<file path="config.mk">
export PLATFORM = sky130hd
export DESIGN_NAME = scrambler_pipe_flat
export DESIGN_NICKNAME = d
export VERILOG_FILES = /design/src/rtl/scrambler_pkg.sv /design/src/rtl/scrambler_pipe_if.sv /design/src/rtl/scrambler_core.sv /design/src/rtl/scrambler_pipe.sv /design/src/flat_wrapper.sv
export SDC_FILE = /design/constraint.sdc
export NUM_CORES = 1
export LEC_CHECK = 0
export BUFFER_PORTS_ARGS = -buffer_cell sky130_fd_sc_hd__buf_2
export CAP_MARGIN = 30
export CORE_MARGIN = 1.5
export CORE_UTILIZATION = 40
export DETAILED_ROUTE_END_ITERATION = 10
export PLACE_DENSITY = 0.7
export SYNTH_ARGS = -nofsm -noshare
export SYNTH_HDL_FRONTEND = slang
export SYNTH_SLANG_ARGS = --single-unit
</file>
<file path="constraint.sdc">
create_clock -name clk -period 3.05 [get_ports clk]
set_input_delay 0.7625 -clock clk [delete_from_list [all_inputs] [get_ports clk]]
set_output_delay 0.7625 -clock clk [all_outputs]
set_load 0.02 [all_outputs]
</file>
<file path="src/rtl/scrambler_pkg.sv">
// Shared constants and the beat-level scrambling function for the RIFL lane
// scrambler; widths are bounded by MAX_DWIDTH / MAX_N2.
package scrambler_pkg;

    localparam int DEF_N1     = 13;
    localparam int DEF_N2     = 33;
    localparam int MAX_DWIDTH = 128;
    localparam int MAX_N2     = 64;

    typedef logic [MAX_N2-1:0]     state_t;
    typedef logic [MAX_DWIDTH-1:0] beat_t;

    typedef struct packed {
        beat_t  processed;
        state_t next_state;
    } beat_result_t;

    // W = {state, L}; bit dwidth-1 is earliest in time, so walking i downward
    // resolves the recursive scrambler taps before they are needed.
    function automatic beat_result_t scramble_beat(
        input state_t state,
        input beat_t  data,
        input logic   direction,
        input int     dwidth,
        input int     n1,
        input int     n2
    );
        logic [MAX_N2+MAX_DWIDTH-1:0] w;
        beat_result_t                 res;
        w   = '0;
        res = '0;
        for (int j = 0; j < MAX_N2; j++) begin
            if (j < n2) w[j + dwidth] = state[j];
        end
        for (int i = MAX_DWIDTH - 1; i >= 0; i--) begin
            if (i < dwidth) begin
                res.processed[i] = data[i] ^ w[i + n1] ^ w[i + n2];
                w[i]             = direction ? data[i] : res.processed[i];
            end
        end
        for (int j = 0; j < MAX_N2; j++) begin
            if (j < n2) res.next_state[j] = w[j];
        end
        return res;
    endfunction

endpackage

</file>
<file path="src/rtl/scrambler_pipe_if.sv">
// Beat stream of the scrambler: input handshake with bypass sideband, and the
// registered output handshake. slave is the scrambler side.
interface scrambler_pipe_if #(
    parameter int DWIDTH = 64
);
    logic [DWIDTH-1:0] in_data;
    logic              in_bypass;
    logic              in_valid;
    logic              in_ready;
    logic [DWIDTH-1:0] out_data;
    logic              out_valid;
    logic              out_ready;

    modport master (
        output in_data, in_bypass, in_valid, out_ready,
        input  in_ready, out_data, out_valid
    );

    modport slave (
        input  in_data, in_bypass, in_valid, out_ready,
        output in_ready, out_data, out_valid
    );
endinterface

</file>
<file path="src/rtl/scrambler_core.sv">
// Combinational beat computation: processed data and next history for one beat.
// direction=1 takes history from the input (descramble, also used for bypass).
module scrambler_core
    import scrambler_pkg::*;
#(
    parameter int DWIDTH = 64,
    parameter int N1     = DEF_N1,
    parameter int N2     = DEF_N2
) (
    input  logic [N2-1:0]     state,
    input  logic [DWIDTH-1:0] data,
    input  logic              direction,
    output logic [DWIDTH-1:0] processed,
    output logic [N2-1:0]     next_state
);

    state_t       state_ext;
    beat_t        data_ext;
    beat_result_t res;
    logic         unused_res;

    // NOTE: every variable gets a full default before partial writes, so no latch is inferred.
    always_comb begin
        state_ext             = '0;
        state_ext[N2-1:0]     = state;
        data_ext              = '0;
        data_ext[DWIDTH-1:0]  = data;
        res                   = scramble_beat(state_ext, data_ext, direction, DWIDTH, N1, N2);
    end

    assign processed  = res.processed[DWIDTH-1:0];
    assign next_state = res.next_state[N2-1:0];
    assign unused_res = ^res;

endmodule

</file>
<file path="src/rtl/scrambler_pipe.sv">
// Flow-controlled self-synchronous scrambler/descrambler with one output
// register stage, seed/flush, per-beat bypass and a sync indicator.
module scrambler_pipe
    import scrambler_pkg::*;
#(
    parameter int            DWIDTH    = 64,
    parameter int            N1        = DEF_N1,
    parameter int            N2        = DEF_N2,
    parameter logic          DIRECTION = 1'b0,
    parameter logic [N2-1:0] SEED      = '0
) (
    input  logic              clk,
    input  logic              rst_n,
    input  logic              flush,
    scrambler_pipe_if.slave   bus,
    output logic              sync_done
);

    localparam int              SYNC_BEATS = (N2 + DWIDTH - 1) / DWIDTH;
    localparam int              CNT_W      = $clog2(SYNC_BEATS + 1);
    localparam logic [CNT_W-1:0] SYNC_MAX  = CNT_W'(SYNC_BEATS);

    logic [N2-1:0]     state;
    logic [N2-1:0]     core_next;
    logic [DWIDTH-1:0] core_proc;
    logic [DWIDTH-1:0] processed;
    logic [CNT_W-1:0]  count;
    logic              accept;

    assign bus.in_ready = ~bus.out_valid | bus.out_ready;
    assign accept       = bus.in_valid & bus.in_ready;

    // Bypass beats still feed history, taken from the raw input like a descrambler.
    scrambler_core #(
        .DWIDTH (DWIDTH),
        .N1     (N1),
        .N2     (N2)
    ) u_core (
        .state      (state),
        .data       (bus.in_data),
        .direction  (DIRECTION | bus.in_bypass),
        .processed  (core_proc),
        .next_state (core_next)
    );

    assign processed = bus.in_bypass ? bus.in_data : core_proc;

    // NOTE: sequential state uses non-blocking assignments so all registers update together at the edge.
    always_ff @(posedge clk) begin
        if (!rst_n) begin
            state <= SEED;
            count <= '0;
        end else if (flush) begin
            state <= SEED;
            count <= '0;
        end else if (accept) begin
            state <= core_next;
            if (count != SYNC_MAX) count <= count + 1'b1;
        end
    end

    // NOTE: out_data is a single register, not a memory, so it is reset to a known zero.
    always_ff @(posedge clk) begin
        if (!rst_n) begin
            bus.out_valid <= 1'b0;
            bus.out_data  <= '0;
        end else if (accept) begin
            bus.out_valid <= 1'b1;
            bus.out_data  <= processed;
        end else if (bus.out_ready) begin
            bus.out_valid <= 1'b0;
        end
    end

    assign sync_done = (count >= SYNC_MAX);

endmodule
</file>
<file path="src/flat_wrapper.sv">
// flat-port wrapper written by rule: the top's interface ports become plain ports
module scrambler_pipe_flat import scrambler_pkg::*;
#(
    parameter int            DWIDTH    = 64,
    parameter int            N1        = DEF_N1,
    parameter int            N2        = DEF_N2,
    parameter logic          DIRECTION = 1'b0,
    parameter logic [N2-1:0] SEED      = '0
)
  (clk, rst_n, flush, sync_done, bus_in_data, bus_in_bypass, bus_in_valid, bus_out_ready, bus_in_ready, bus_out_data, bus_out_valid);
  scrambler_pipe_if #(.DWIDTH(DWIDTH)) bus_i ();
  input  logic clk;
  input  logic rst_n;
  input  logic flush;
  output logic sync_done;
  input wire logic [$bits(bus_i.in_data)-1:0] bus_in_data;
  input wire logic [$bits(bus_i.in_bypass)-1:0] bus_in_bypass;
  input wire logic [$bits(bus_i.in_valid)-1:0] bus_in_valid;
  input wire logic [$bits(bus_i.out_ready)-1:0] bus_out_ready;
  output wire logic [$bits(bus_i.in_ready)-1:0] bus_in_ready;
  output wire logic [$bits(bus_i.out_data)-1:0] bus_out_data;
  output wire logic [$bits(bus_i.out_valid)-1:0] bus_out_valid;
  assign bus_i.in_data = bus_in_data;
  assign bus_i.in_bypass = bus_in_bypass;
  assign bus_i.in_valid = bus_in_valid;
  assign bus_i.out_ready = bus_out_ready;
  assign bus_in_ready = bus_i.in_ready;
  assign bus_out_data = bus_i.out_data;
  assign bus_out_valid = bus_i.out_valid;
  scrambler_pipe #(.DWIDTH(DWIDTH), .N1(N1), .N2(N2), .DIRECTION(DIRECTION), .SEED(SEED)) u_core (.clk(clk), .rst_n(rst_n), .flush(flush), .bus(bus_i), .sync_done(sync_done));
endmodule
</file>
==> flow_summary.ini <==
[clock_tree]
clk_latency_ns = 0.36
cts_buffers = 9
cts_max_level = 3
cts_setup_buffers = 0
cts_tree = yes
ctsHoldBuffers = 0
root_buffer = clkbuf_16
clk_pin_slew_ns = 0.07
cts.repair.resized = 0
clock-sinks = 99
cts_max_path_buffers = 2

[critical_path]
critPathMaxFanout = 5
startpoint_type = flop
criticalPathCategory = flop to flop
cp_slowest_stage_delay_ns = 0.56
arrival_ns = 2.99
crit_slowest_cell = or4b_1
cp_num_buf_inv = 0
ff2ff_setup_slack_ns = 0.31
cp_cell_sequence = xnor3_1, xor2_1, mux2i_2, xnor2_1, or4b_1, o2111ai_2, nor3_1
worst-endpoint-required_ns = 3.29
path_delay_family = XOR/XNOR gates
end_kind = flop

[synthesis]
yosysTopAreaCell = dfxtp_1
synthFlopType = dfxtp_1
netlist_area_sq_um = 6300
synthArstFlopShare_pct = 0
avgSynthCellArea_sq_um = 9.22
synth_cell_types = 44
yosysSeqAreaShare_pct = 31.5
ys_warn_count = 0
ys_seq_elements = 99
syn-num-nets = 753
synthCells = 683
synthTopCellsByArea = dfxtp_1 31%, xnor2_1 11%, xnor3_1 7.9%
synth.top_cell.area_share_pct = 31.5
synth_edf_count = 0

[run_status]
status = finished clean

[sta]
setup_viol = 0
maxSlewHeadroom_pct = 55.5
final_hold_viol_count = 0
fmax_mhz = 364
tightest_slew_ns = 0.667
post-route-period-util_pct = 90.0
period_needed_ns = 2.74
rsz0062_at_grt = false
skew_ns = 0.00838
holdWs_ns = 0.468
slew_viol_final = 0
fin_tns_setup_ns = 0

[drt]
num_vias = 5538
dr.pass1.iters = 5
via_per_inst = 5.40
ant_nets = 0
detail_route.wl_per_cell_um = 18.3
remaining_drc_errors = 0
drt_iter0_markers = 375
wirelength_um = 18800

[grt]
grtUsageMet1_pct = 30.3
use_met3_pct = 5.03
grt.overflow.total = 0
busiest_layer = met2
grt_pass1_vias = 5017
grt_start_max_net_pins = 66
grt_use_total_pct = 22.9
met2_usage_pct = 37.4
grt_antenna_before_repair = 1
grt_pass1_wl_um = 28200

[cells_and_area]
area_growth_pct = 19.9
layout_common_cells = 136 x buf_2, 99 x dfxtp_1, 85 x o21ai_0
layout-drive-gt1-share_pct = 27.1
stdcell_count = 1026
final_nets = 880
multi_input_area_sq_um = 4120
final_common_cell = buf_2
seq_area_sq_um = 1980
fillers = 1480
diodes = 0
utilization_pct = 49.3
final_area_sq_um = 7550

[place]
dp_hpwl_um = 14300
portBuffers = 136
dpl_cell_area_sq_um = 7270
gp_congestion = 0.862
dp.cells = 1010

[die]
die_w_um = 128
core_area_sq_um = 15300
start_util_pct = 41.1
dieArea_sq_um = 16500
rows = 45
die_h_um = 128
io-pin-count = 137

[flow_run]
cap_violations = 0

[hold_path]
hold_path_class = flop to flop

[power]
leakagePower_uw = 0.00344
ir_drop_uv = 322
p_per_area_nw_per_um2 = 545
## final timing paths
path	start	cells past startpoint	end
max	u_core.state[8]$_SDFFE_PP0P_	7	u_core.state[0]$_SDFFE_PP0P_
min	u_core.count$_SDFFE_PP0P_	1	u_core.count$_SDFFE_PP0P_
max reg2reg	u_core.state[8]$_SDFFE_PP0P_	7	u_core.state[0]$_SDFFE_PP0P_
min reg2reg	u_core.count$_SDFFE_PP0P_	1	u_core.count$_SDFFE_PP0P_
## area by class of cell
cell class / count / area share, %
tap: 211 / 3.50
timing repair buffer: 161 / 11.8
inverter: 3 / 0.149
sequential: 99 / 26.3
clock buffer: 10 / 3.17
multi-input combinational: 536 / 54.6
clock inverter: 6 / 0.531
## power breakdown
part           total (uW)  switching [uW]  internal [uW]
sequential           1490            82.4           1410
clock                1110             536            576
combinational        1510             845            662
total                4110            1460           2650
## registers in the layout, indices dropped and copies added, names as in the netlist
name,count
u_core.count,1
u_core.bus.out_data,64
u_core.state,33
u_core.bus.out_valid,1
## synth_stat cells (4+ instances only)
cell type,number
dfxtp_1,99
o21ai_0,85
xnor2_1,80
nor2_1,42
a21oi_1,40
clkbuf_1,38
xor2_1,32
o211a_1,31
nor3_1,30
nand2_1,24
xnor3_1,22
nand3_1,16
or3_1,16
and3_1,11
mux2i_1,9
nor3_2,8
and2_1,7
nand4_1,7
o211ai_1,7
nor2b_1,6
and4_4,5
mux2i_2,5
nand4b_1,5
o2111ai_1,5
o21ai_1,5
or3_4,5
or4b_1,5
xor2_2,5
buf_1,4
mux2_4,4
## cells by family after synthesis
group,Yosys count,share of synthesized area (%)
multiplexers,21,4.01
XOR/XNOR,142,25.9
AO/OA/AOI/OAI,183,18.3
buffers and inverters,48,3.20
flip-flops,99,31.5
AND/OR/NAND/NOR,190,17.1
## through the flow
stage	setup WS (ns)	total power, uW
after global routing	0.195	4300
after global placement	0.191	3000
after CTS	0.325	4130
after detailed placement	0.121	3010
after floorplan	0.424	2560
final	0.306	4110
## metal layers
layer  vias up  wire length (um)
met2       195              8840
met5         -                 0
li1       2701                 -
met1      2621              8360
met4         0               383
met3        21              1230
Note: power is estimated with default switching activity, not from simulation.
